### config.mk
export PLATFORM = sky130hd
export DESIGN_NAME = laa_ins_sequencer
export DESIGN_NICKNAME = d
export VERILOG_FILES = /design/src/rtl/laa_ins_sequencer.sv
export SDC_FILE = /design/constraint.sdc
export NUM_CORES = 1
export LEC_CHECK = 0
export CORE_MARGIN = 3
export CORE_UTILIZATION = 57
export CTS_BUF_LIST = sky130_fd_sc_hd__clkbuf_2 sky130_fd_sc_hd__clkbuf_4 sky130_fd_sc_hd__clkbuf_8
export DETAILED_ROUTE_END_ITERATION = 10
export PLACE_DENSITY_LB_ADDON = 0.2
export SLEW_MARGIN = 10
export SYNTH_ARGS = -nofsm -noshare
export SYNTH_HDL_FRONTEND = slang
export SYNTH_SLANG_ARGS = --single-unit
### constraint.sdc
create_clock -name clk -period 4.1 [get_ports clk]
set_input_delay 0.82 -clock clk [delete_from_list [all_inputs] [get_ports clk]]
set_output_delay 0.82 -clock clk [all_outputs]
set_load 0.03 [all_outputs]
### src/rtl/laa_ins_sequencer.sv
// rtl/laa_ins_sequencer.sv - script replay sequencer for the base and LAA instruction paths
//
// Replays a loaded FIFO of instruction words into the core's base path
// (ins_out) and large-arithmetic-accelerator path (laa_ins_out). It inserts
// hazard NOPs after base-path bursts and can re-issue a poll entry until the
// accelerator reports not-busy.
//
// Ports:
//   clk          system clock, rising edge
//   Rst          asynchronous active-high reset
//   wr_en        push one script entry (IDLE only, dropped otherwise)
//   wr_data      instruction word of the entry
//   wr_kind      0=base, 1=LAA, 2=LAA-poll, 3=reserved (LAA)
//   full         FIFO holds DEPTH entries
//   level        current FIFO occupancy
//   start        begin replay (sampled only in IDLE)
//   laa_busy_in  accelerator busy status
//   ins_out      registered base-path instruction
//   laa_ins_out  registered LAA-path instruction
//   busy         sequencer not in IDLE
//   done         one-cycle pulse in the DONE state
//   overflow     sticky: a write was dropped
//   timeout      sticky: a poll entry reached POLL_MAX issues
module laa_ins_sequencer #(
    parameter int               XLEN     = 32,
    parameter int               DEPTH    = 16,
    parameter int               NOP_GAP  = 6,
    parameter int               POLL_MAX = 16,
    parameter logic [XLEN-1:0]  NOP_WORD = 32'h00000013
) (
    input  logic                       clk,
    input  logic                       Rst,
    input  logic                       wr_en,
    input  logic [XLEN-1:0]            wr_data,
    input  logic [1:0]                 wr_kind,
    output logic                       full,
    output logic [$clog2(DEPTH):0]     level,
    input  logic                       start,
    input  logic                       laa_busy_in,
    output logic [XLEN-1:0]            ins_out,
    output logic [XLEN-1:0]            laa_ins_out,
    output logic                       busy,
    output logic                       done,
    output logic                       overflow,
    output logic                       timeout
);

    localparam int AW = $clog2(DEPTH);
    localparam int LW = AW + 1;
    localparam int PW = $clog2(POLL_MAX + 1);

    localparam logic [PW-1:0] POLL_LIMIT = PW'(POLL_MAX);
    localparam bit            GAP_EN     = (NOP_GAP > 0);
    localparam logic [3:0]    GAP_LAST   = (NOP_GAP > 0) ? 4'(NOP_GAP - 1) : 4'd0;

    localparam logic [1:0] KIND_BASE = 2'd0;
    localparam logic [1:0] KIND_POLL = 2'd2;

    typedef enum logic [2:0] {
        S_IDLE,
        S_ISSUE,
        S_GAP,
        S_POLL,
        S_DONE
    } state_t;

    state_t state;
    state_t state_nxt;

    logic [XLEN-1:0] word_mem [DEPTH];
    logic [1:0]      kind_mem [DEPTH];

    logic [AW-1:0]   wr_ptr;
    logic [AW-1:0]   rd_ptr;
    logic [AW-1:0]   rd_ptr_next;

    logic [3:0]      gap_cnt;
    logic [PW-1:0]   poll_cnt;
    logic [XLEN-1:0] poll_word;

    logic [XLEN-1:0] ins_nxt;
    logic [XLEN-1:0] laa_nxt;
    logic            push;
    logic            drop;
    logic            pop;
    logic            start_acc;
    logic            poll_load;
    logic            poll_inc;
    logic            set_timeout;
    logic            last_entry;
    logic [XLEN-1:0] head_word;
    logic [1:0]      head_kind;
    logic [1:0]      next_kind;

    assign full        = (level == LW'(DEPTH));
    assign busy        = (state != S_IDLE);
    assign done        = (state == S_DONE);

    assign push        = wr_en && (state == S_IDLE) && !full;
    assign drop        = wr_en && !push;
    assign start_acc   = start && (state == S_IDLE);

    assign rd_ptr_next = rd_ptr + AW'(1);
    assign head_word   = word_mem[rd_ptr];
    assign head_kind   = kind_mem[rd_ptr];
    // Kind of the entry behind the head; only meaningful while it exists.
    assign next_kind   = kind_mem[rd_ptr_next];
    assign last_entry  = (level == LW'(1));

    always_comb begin
        state_nxt   = state;
        ins_nxt     = '0;
        laa_nxt     = '0;
        pop         = 1'b0;
        poll_load   = 1'b0;
        poll_inc    = 1'b0;
        set_timeout = 1'b0;
        case (state)
            S_IDLE: begin
                if (start) begin
                    state_nxt = (level != '0) ? S_ISSUE : S_DONE;
                end
            end
            S_ISSUE: begin
                if (level == '0) begin
                    state_nxt = S_DONE;
                end else begin
                    pop = 1'b1;
                    case (head_kind)
                        KIND_BASE: begin
                            ins_nxt = head_word;
                            // A burst ends when the script runs out or switches path.
                            if (GAP_EN && (last_entry || next_kind != KIND_BASE)) begin
                                state_nxt = S_GAP;
                            end else begin
                                state_nxt = last_entry ? S_DONE : S_ISSUE;
                            end
                        end
                        KIND_POLL: begin
                            laa_nxt   = head_word;
                            poll_load = 1'b1;
                            state_nxt = S_POLL;
                        end
                        default: begin
                            laa_nxt   = head_word;
                            state_nxt = last_entry ? S_DONE : S_ISSUE;
                        end
                    endcase
                end
            end
            S_GAP: begin
                ins_nxt = NOP_WORD;
                if (gap_cnt == GAP_LAST) begin
                    state_nxt = (level == '0) ? S_DONE : S_ISSUE;
                end
            end
            S_POLL: begin
                if (laa_busy_in && (poll_cnt < POLL_LIMIT)) begin
                    laa_nxt  = poll_word;
                    poll_inc = 1'b1;
                end else begin
                    set_timeout = laa_busy_in;
                    state_nxt   = (level == '0) ? S_DONE : S_ISSUE;
                end
            end
            S_DONE: begin
                state_nxt = S_IDLE;
            end
            default: begin
                state_nxt = S_IDLE;
            end
        endcase
    end

    always_ff @(posedge clk or posedge Rst) begin
        if (Rst) begin
            state       <= S_IDLE;
            ins_out     <= '0;
            laa_ins_out <= '0;
        end else begin
            state       <= state_nxt;
            ins_out     <= ins_nxt;
            laa_ins_out <= laa_nxt;
        end
    end

    // Script storage needs no reset: pointers and level define validity.
    always_ff @(posedge clk) begin
        if (push) begin
            word_mem[wr_ptr] <= wr_data;
            kind_mem[wr_ptr] <= wr_kind;
        end
    end

    always_ff @(posedge clk or posedge Rst) begin
        if (Rst) begin
            wr_ptr <= '0;
            rd_ptr <= '0;
            level  <= '0;
        end else begin
            if (push) begin
                wr_ptr <= wr_ptr + AW'(1);
            end
            if (pop) begin
                rd_ptr <= rd_ptr_next;
            end
            // Pushes happen only in IDLE and pops only in ISSUE, never together.
            if (push) begin
                level <= level + LW'(1);
            end else if (pop) begin
                level <= level - LW'(1);
            end
        end
    end

    always_ff @(posedge clk or posedge Rst) begin
        if (Rst) begin
            gap_cnt   <= '0;
            poll_cnt  <= '0;
            poll_word <= '0;
        end else begin
            gap_cnt <= (state == S_GAP) ? gap_cnt + 4'd1 : 4'd0;
            if (poll_load) begin
                poll_cnt  <= PW'(1);
                poll_word <= head_word;
            end else if (poll_inc) begin
                poll_cnt <= poll_cnt + PW'(1);
            end
        end
    end

    always_ff @(posedge clk or posedge Rst) begin
        if (Rst) begin
            overflow <= 1'b0;
            timeout  <= 1'b0;
        end else begin
            if (drop) begin
                overflow <= 1'b1;
            end else if (start_acc) begin
                overflow <= 1'b0;
            end
            if (set_timeout) begin
                timeout <= 1'b1;
            end else if (start_acc) begin
                timeout <= 1'b0;
            end
        end
    end

endmodule

# == Word level (Yosys, flattened, before mapping) ==
# Memory sizes are Yosys's and may differ from the RTL's.
# Index checks and enable logic that the tools add are counted.
# totals
ff_bits,123
ram_bits,544
elab_cells,86
memories,2
# memory_table
memory,depth,word_bits,rd,rd_ports_with_merged_regs,wr,line_no,text
word_mem,16,32,1,0,1,70,logic [XLEN-1:0] word_mem [DEPTH];
kind_mem,16,2,2,0,1,71,logic [1:0] kind_mem [DEPTH];
# op_classes
add_sub_neg,6
n_lt_le_gt_ge,1
eq_ne,11
mux,36
n_reduce_logical,19
# op_table
operator,count
$mux 32,5
$pmux 32 s2,2
$mux 3,8
$mux 5,4
$mux 1,14
$add 4x1->4 const B,3
$pmux 3 s4,1
$add 5x1->5 const B,2
$reduce_bool 2->1,5
$eq 3x2->1 const B,2
$ne 2x2->1 const B,3
$pmux 3 s2,1
$eq 5x1->1 const B,1
$eq 5x5->1 const B,1
$logic_and 1x1->1,5
$logic_not 5->1,1
$lt 5x5->1 const B,1
$reduce_bool 5->1,1
$sub 5x1->5 const B,1
$eq 4x3->1 const B,1
$mux 4,1
$eq 3x1->1 const B,1
$eq 3x3->1 const B,1
$logic_not 3->1,1
other kinds (6),7

# == Longest topological paths before layout ==
# Gate-level depths: netlist (run 1).
# An unclocked memory read counts as a cell.
# depth
depth_word,8
ltp_mapped,10

# == Worst setup path after synthesis (run 1) ==
# No wires, ideal clock.
# synth_timing
kind,reg-to-reg
from,register level[0]
to,memory kind_mem[0][0] (enable)
setup_ps,467
arrival_time_ps,4299
required_ps,3633
path_slack_ps,-667
path_stages_with_launch,8
n_path_buf,1
synth_period_minus_slack_ps,4767
cell_sequence,dfrtp_1 inv_1 ha_1 and3_1 nor3_1 clkbuf_1 nand2_1 nor3_1
# synth_between
elab_chain_len,5
# synth_lines
element,line_no,text
"start, declared",37,"output logic [$clog2(DEPTH):0] level,"
"start signal, assigned",209,level <= level + LW'(1);
"start signal, assigned",211,level <= level - LW'(1);
$eq 5x5->1,95,assign full = (level == LW'(DEPTH));
via full,36,"output logic full,"
$logic_not 1->1,99,assign push = wr_en && (state == S_IDLE) && !full;
$logic_and 1x1->1,99,
$mux 1,189,if (push) begin
$mux 1 (implied by the code),191,kind_mem[wr_ptr] <= wr_kind;
"end, declared",71,
# The timed path passes the listed nets, and every way through them passes these cells.

# == Final worst setup path (run 1) ==
# layout_timing
from,register level[0]
to,output port full
# layout_between
elab_chain_len,1
# layout_lines
element,line_no
$eq 5x5->1,95
"end, declared",36
# Every way passes these cells.

==> flow_summary.ini, run 1 <==
[outcome]
outcome = complete, no violations

[logic_synthesis]
synthesis.area_sq_mm = 0.0258
async_flop_share_pct = 18.4
ys_warn_count = 0
yosysSeqAreaShare_pct = 75.1
synth_edf_count = 544
ys_ff_latch = 667
synth_cells = 1271
syn-num-nets = 1322
synth.distinct_cells = 49
synth-main-ff-cell = edfxtp_1
syn_area_per_cell_sq_um = 20.3

[global_routing]
grt_pass1_wl_um = 78700
use_met3_pct = 4.21
gr-usage-met1_pct = 32.3
grt_max_degree = 70
antenna_found_initial = 1
busiest_layer = met2
grt_util_all_layers_pct = 22.1
grt_util_met2_pct = 34.6
grt_overflow = 0
grt_pass1_vias = 13100

[pwr]
p_per_area_mw_per_mm2 = 690
leakagePower_nw = 10.3
power_w = 0.0207
irDropWorstVdd_mv = 0.436

[worst_setup_path]
cpPeakStageDelay_ns = 0.71
critPathKind = reg2out
cp_max_fo = 7
crit_chain = inv_1 -> ha_1 -> and3_1 -> clkdlybuf4s50_1
required_ns = 3.28
worstSetupEndpointType = output port
critPathBufInv = 2
worst_ep_arrival_time_ns = 2.35
cp-start-kind = flop
critical_path.top_delay_family = buffers and inverters
cp_slowest_cell = clkdlybuf4s50_1

[floorplan]
initial_core_util_pct = 58.1
chipWidth_um = 219
ioPinCount = 113
row_count = 77
die_area_sq_mm = 0.0479
fp.coreArea_sq_mm = 0.0445
dieHeight_um = 219

[sta]
tns_ns = 0
fmax_mhz = 315
max_slew_margin_pct = 48.9
slew_violations = 0
min_period_over_period_pct = 77.4
layout_min_cycle_time_ns = 3.17
worstMarginPinSlew_ns = 0.767
hold_slack_ns = 0.502
hold_viol = 0
setup_viol = 0
finalClockSkew_ns = 0.0354
rsz0062_at_grt = no

[route]
routed_wl_um = 50900
dr.pass1.iters = 5
via_count = 12600
drc = 0
final_antenna_net_count = 0
avgViaCountPerCell = 5.93
wl_per_cell_um = 23.9
drtIter0Drc = 1368

[placed_design]
dp_hpwl_um = 29500
routabilityCongestion = 0.801
dp.cells = 1943
placed_cell_area_sq_mm = 0.0279
portBuffers = 112

[clock_network]
postCtsHoldBufs = 0
cts_tree = done
cts_root_buf = clkbuf_8
clockBufferDepth = 3
htreeDepth = 3
cts_buffers = 102
insertion_delay_ns = 0.68
cts_setup_buffers = 0
cts_resized = 0
clkTransAtPathRegs_ns = 0.06
cts_sinks = 667

[finish]
fin_cells = 2126
finalInstanceArea_sq_mm = 0.0300
final_common_cell = edfxtp_1
drive_gt1_share_pct = 26.2
areaGrowthSynthToFinish_pct = 16.2
fin_nets = 1506
layout_common_cells = edfxtp_1 (544), mux4_2 (138), dfrtp_1 (119), clkbuf_8 (117), clkdlybuf4s50_1 (112)

[min_path]
min_path_type = reg2reg

[job]
cap_violations = 0
## synthesized netlist by cell type, types with 4 or more instances
cell type / n / area [sq um]
mux2_4: 25 / 375
buf_2: 13 / 65.1
inv_1: 15 / 56.3
dfrtp_1: 123 / 3080
ha_1: 12 / 150
nand2_1: 18 / 67.6
nand3_1: 6 / 30.0
nand2b_1: 5 / 31.3
xor2_1: 7 / 61.3
clkbuf_1: 31 / 116
mux2_2: 7 / 78.8
a2111oi_0: 4 / 35.0
edfxtp_1: 544 / 16300
o21ai_0: 6 / 30.0
mux2i_1: 31 / 310
mux4_2: 138 / 3110
a21oi_1: 32 / 160
a22o_1: 33 / 289
xnor2_1: 11 / 96.3
nor2b_1: 61 / 382
nor3_1: 15 / 75.1
nor2_1: 41 / 154
nand4_1: 4 / 25.0
buf_4: 8 / 60.1
a211oi_1: 34 / 255
buf_6: 9 / 101
buf_1: 4 / 15.0
## report_power, final
| part | total (W) | internal [W] | switching (W) | leakage, nW |
|---|---|---|---|---|
| sequential | 0.00865 | 0.00804 | 0.000610 | 6.47 |
| combinational | 0.00655 | 0.00307 | 0.00348 | 2.68 |
| clock | 0.00552 | 0.00312 | 0.00241 | 1.11 |
## metal layers
metal  share of wire, %  vias to the layer above
li1                   -                     5504
met1                 43                     6550
met2                 48                      482
met3                6.9                       64
met4                1.7                        0
met5                  0                        -
## cells by family after synthesis
| family | count (synthesis) | share of synthesized area, % |
|---|---|---|
| AND/OR/NAND/NOR | 167 | 3.48 |
| adder cells (fa/ha/maj) | 12 | 0.581 |
| flip-flops | 667 | 75.1 |
| buffers and inverters | 85 | 1.91 |
| XOR/XNOR | 18 | 0.610 |
| AO/OA/AOI/OAI | 121 | 3.33 |
| multiplexers | 201 | 15.0 |
## area by class of cell
| type | instances | area (sq um) |
|---|---|---|
| antenna | 1 | 2.50 |
| clock buffer | 147 | 1840 |
| clock inverter | 35 | 264 |
| multi-input combinational | 519 | 6080 |
| fill | 2931 | 14500 |
| tap | 592 | 741 |
| inverter | 16 | 62.6 |
| sequential | 667 | 19400 |
| timing repair buffer | 149 | 1620 |
## state kept, by name, summed over array words and instances, names as in the netlist
signal       flops
kind_mem        32
word_mem       512
poll_cnt         5
state            3
timeout          1
ins_out         32
rd_ptr           4
gap_cnt          4
laa_ins_out     32
overflow         1
wr_ptr           4
level            5
poll_word       32
## path summary, 6_finish.rpt
path | start | to | slack, ns | cells after the start
worst max-delay path | level[0]$_DFFE_PP0P_ | full | 0.93 | 4
worst min-delay path | gap_cnt[0]$_DFF_PP0_ | gap_cnt[0]$_DFF_PP0_ | 0.50 | 1
worst max register to register | rd_ptr[0]$_DFFE_PP0P_ | poll_word[23]$_DFFE_PP0P_ | 1.09 | 6
worst min register to register | gap_cnt[0]$_DFF_PP0_ | gap_cnt[0]$_DFF_PP0_ | 0.50 | 1
max in group asynchronous | Rst | poll_word[18]$_DFFE_PP0P_ | 2.72 | 3
min in group asynchronous | Rst | laa_ins_out[20]$_DFF_PP0_ | 0.60 | 2
## stage by stage
stage	utilization, %	setup slack (ns)
final	67.5	0.926
after global routing	67.5	0.808
after CTS	67.5	0.891
after detailed placement	62.8	0.940
after global placement	62.8	0.956
after floorplan	-	0.00912
Note: power is estimated with default switching activity, not from simulation.
==> inputs of run 2 (changes only) <==
--- a/config.mk
+++ b/config.mk
@@ -6,7 +6,7 @@
 export NUM_CORES = 1
 export LEC_CHECK = 0
 export CORE_MARGIN = 3
-export CORE_UTILIZATION = 57
+export CORE_UTILIZATION = 63
 export CTS_BUF_LIST = sky130_fd_sc_hd__clkbuf_2 sky130_fd_sc_hd__clkbuf_4 sky130_fd_sc_hd__clkbuf_8
 export DETAILED_ROUTE_END_ITERATION = 10
 export PLACE_DENSITY_LB_ADDON = 0.2
==> constraint.sdc (replaced) <==
create_clock -name clk -period 3.3 [get_ports clk]
set_input_delay 0.66 -clock clk [delete_from_list [all_inputs] [get_ports clk]]
set_output_delay 0.66 -clock clk [all_outputs]
set_load 0.03 [all_outputs]
==> run 2 against run 1 <==
Routed wire length grew 5.7%. Clock power grew 25%. Via count grew 2.9%. Critical endpoint unchanged. Largest power group unchanged. Worst setup slack lost 0.61 ns. Power grew 26%. Die area shrank 9.3%. Global-route usage grew 3.2 points. Count of clock-buffer cells in the layout shrank 24. Sequential power grew 23%. First-iteration DRC count shrank 0.22%. Largest cell class unchanged. Register-to-register slack lost 0.62 ns. Utilization grew 7.4 points.
==> flow_summary.ini, run 2 (synthesis results as in run 1) <==
[floorplan]
row_count = 73
chipWidth_um = 209
fp.coreArea_sq_mm = 0.0401
ioPinCount = 113
dieHeight_um = 209
initial_core_util_pct = 64.5
die_area_sq_mm = 0.0435

[finish]
fillerInstances = 2240
drive_gt1_share_pct = 26.7
finalInstanceArea_sq_mm = 0.0300
fin_cells = 2078
final_common_cell = edfxtp_1
layout_common_cells = edfxtp_1 (544), mux4_2 (138), dfrtp_1 (119), clkdlybuf4s50_1 (112), clkbuf_8 (105)
largest_reg_flops = 512
regMostFlops = word_mem
areaGrowthSynthToFinish_pct = 16.2
antennaDiodeCount = 0
fin_nets = 1521

[global_routing]
grt_pass1_vias = 13400
grt_max_degree = 72
antenna_found_initial = 1
grt_overflow = 0
grt_util_all_layers_pct = 25.3
grt_pass1_wl_um = 82300

[placed_design]
dpl_worst_slack_ns = 0.365
portBuffers = 112
routabilityCongestion = 0.804
dp_hpwl_um = 31500
placed_cell_area_sq_mm = 0.0280
dp.cells = 1894

[outcome]
outcome = complete, no violations

[worst_setup_path]
crit_chain = inv_1 -> ha_1 -> and3_1 -> clkdlybuf4s50_1
required_ns = 2.64
cp_max_fo = 7
cpPeakStageDelay_ns = 0.70
cp-start-kind = flop
critPathKind = reg2out
cp_slowest_cell = clkdlybuf4s50_1
worst_ep_arrival_time_ns = 2.33
worstSetupEndpointType = output port

[sta]
rsz0062_at_grt = no
hold_slack_ns = 0.482
worstMarginPinSlew_ns = 0.761
fin_ws_ns = 0.313
slew_violations = 0
hold_viol = 0
fmax_mhz = 335
setup_viol = 0
layout_min_cycle_time_ns = 2.99
finalClockSkew_ns = 0.0372
max_slew_margin_pct = 49.2
min_period_over_period_pct = 90.5

[clock_network]
cts_root_buf = clkbuf_8
cts_setup_buffers = 0
cts_tree = done
cts_buffers = 99
cts_resized = 0
clockBufferDepth = 3
cts_sinks = 667
htreeDepth = 3
postCtsHoldBufs = 0
clkTransAtPathRegs_ns = 0.07
insertion_delay_ns = 0.67

[route]
dr.pass1.iters = 5
routed_wl_um = 53800
wl_per_cell_um = 25.9
drc = 0
final_antenna_net_count = 0
avgViaCountPerCell = 6.24
drtIter0Drc = 1365
via_count = 13000

[pwr]
irDropWorstVdd_mv = 0.502
p_per_area_mw_per_mm2 = 867
leakagePower_nw = 10.3

[job]
cap_violations = 0

[min_path]
min_path_type = in2async
run 2: cell count changes in the layout (fill, tap and decap cells not counted), moves of 4 or more:
cell       previous run  this run
bufinv_16             4         8
clkinv_4              0         4
clkbuf_8            117       105
clkinv_2             10        21
clkbuf_4             30        18
clkinv_1             18        24
buf_4                19        39
run 2: cell type report:
cell class	instances	area, sq um	share of cell area [%]
well taps	525	657	2.19
multi-input cells	519	6080	20.2
inverters	16	63.8	0.212
clock buffers	123	1580	5.26
repair buffers	167	1730	5.77
flip-flops and latches	667	19400	64.7
clock inverters	61	498	1.66
run 2: worst max-delay path: cells and delay by family, from the launching register on:
| family | cells | cell delay, ns |
|---|---|---|
| flip-flops | 1 | 0.47 |
| buffers and inverters | 2 | 0.82 |
| adder cells (fa/ha/maj) | 1 | 0.15 |
| AND/OR/NAND/NOR | 1 | 0.22 |
run 2: through the flow:
stage	power, W	setup TNS (ns)	utilization, %
after global placement	0.0191	0	69.7
after detailed placement	0.0193	0	69.7
final	0.0260	0	74.9
after CTS	0.0262	0	74.9
after floorplan	0.0167	-238.83	-
after global routing	0.0273	0	74.9
run 2: power breakdown:
group | internal [W] | switching, W
Sequential | 0.00999 | 0.000648
Clock | 0.00380 | 0.00310
Combinational | 0.00391 | 0.00459
run 2: worst paths after layout:
kind	startpoint	to	slack, ns	cells after the start
min in group clk	poll_word[10]$_DFFE_PP0P_	laa_ins_out[10]$_DFF_PP0_	0.49	1
setup reg to reg	rd_ptr[0]$_DFFE_PP0P_	poll_word[11]$_DFFE_PP0P_	0.47	7
hold reg to reg	poll_word[10]$_DFFE_PP0P_	laa_ins_out[10]$_DFF_PP0_	0.49	1
hold / removal	Rst	ins_out[17]$_DFF_PP0_	0.48	2
max in group asynchronous	Rst	wr_ptr[1]$_DFFE_PP0P_	2.12	3
setup / recovery	level[0]$_DFFE_PP0P_	full	0.31	4
run 2: layer usage:
layer / wire (um) / vias up / GRT usage, %
met1: 22300 / 6765 / 37.6
met4: 1260 / 2 / 7.30
met5: 13 / - / 0
met3: 4190 / 104 / 5.56
li1: - / 5529 / -
met2: 26000 / 567 / 39.1
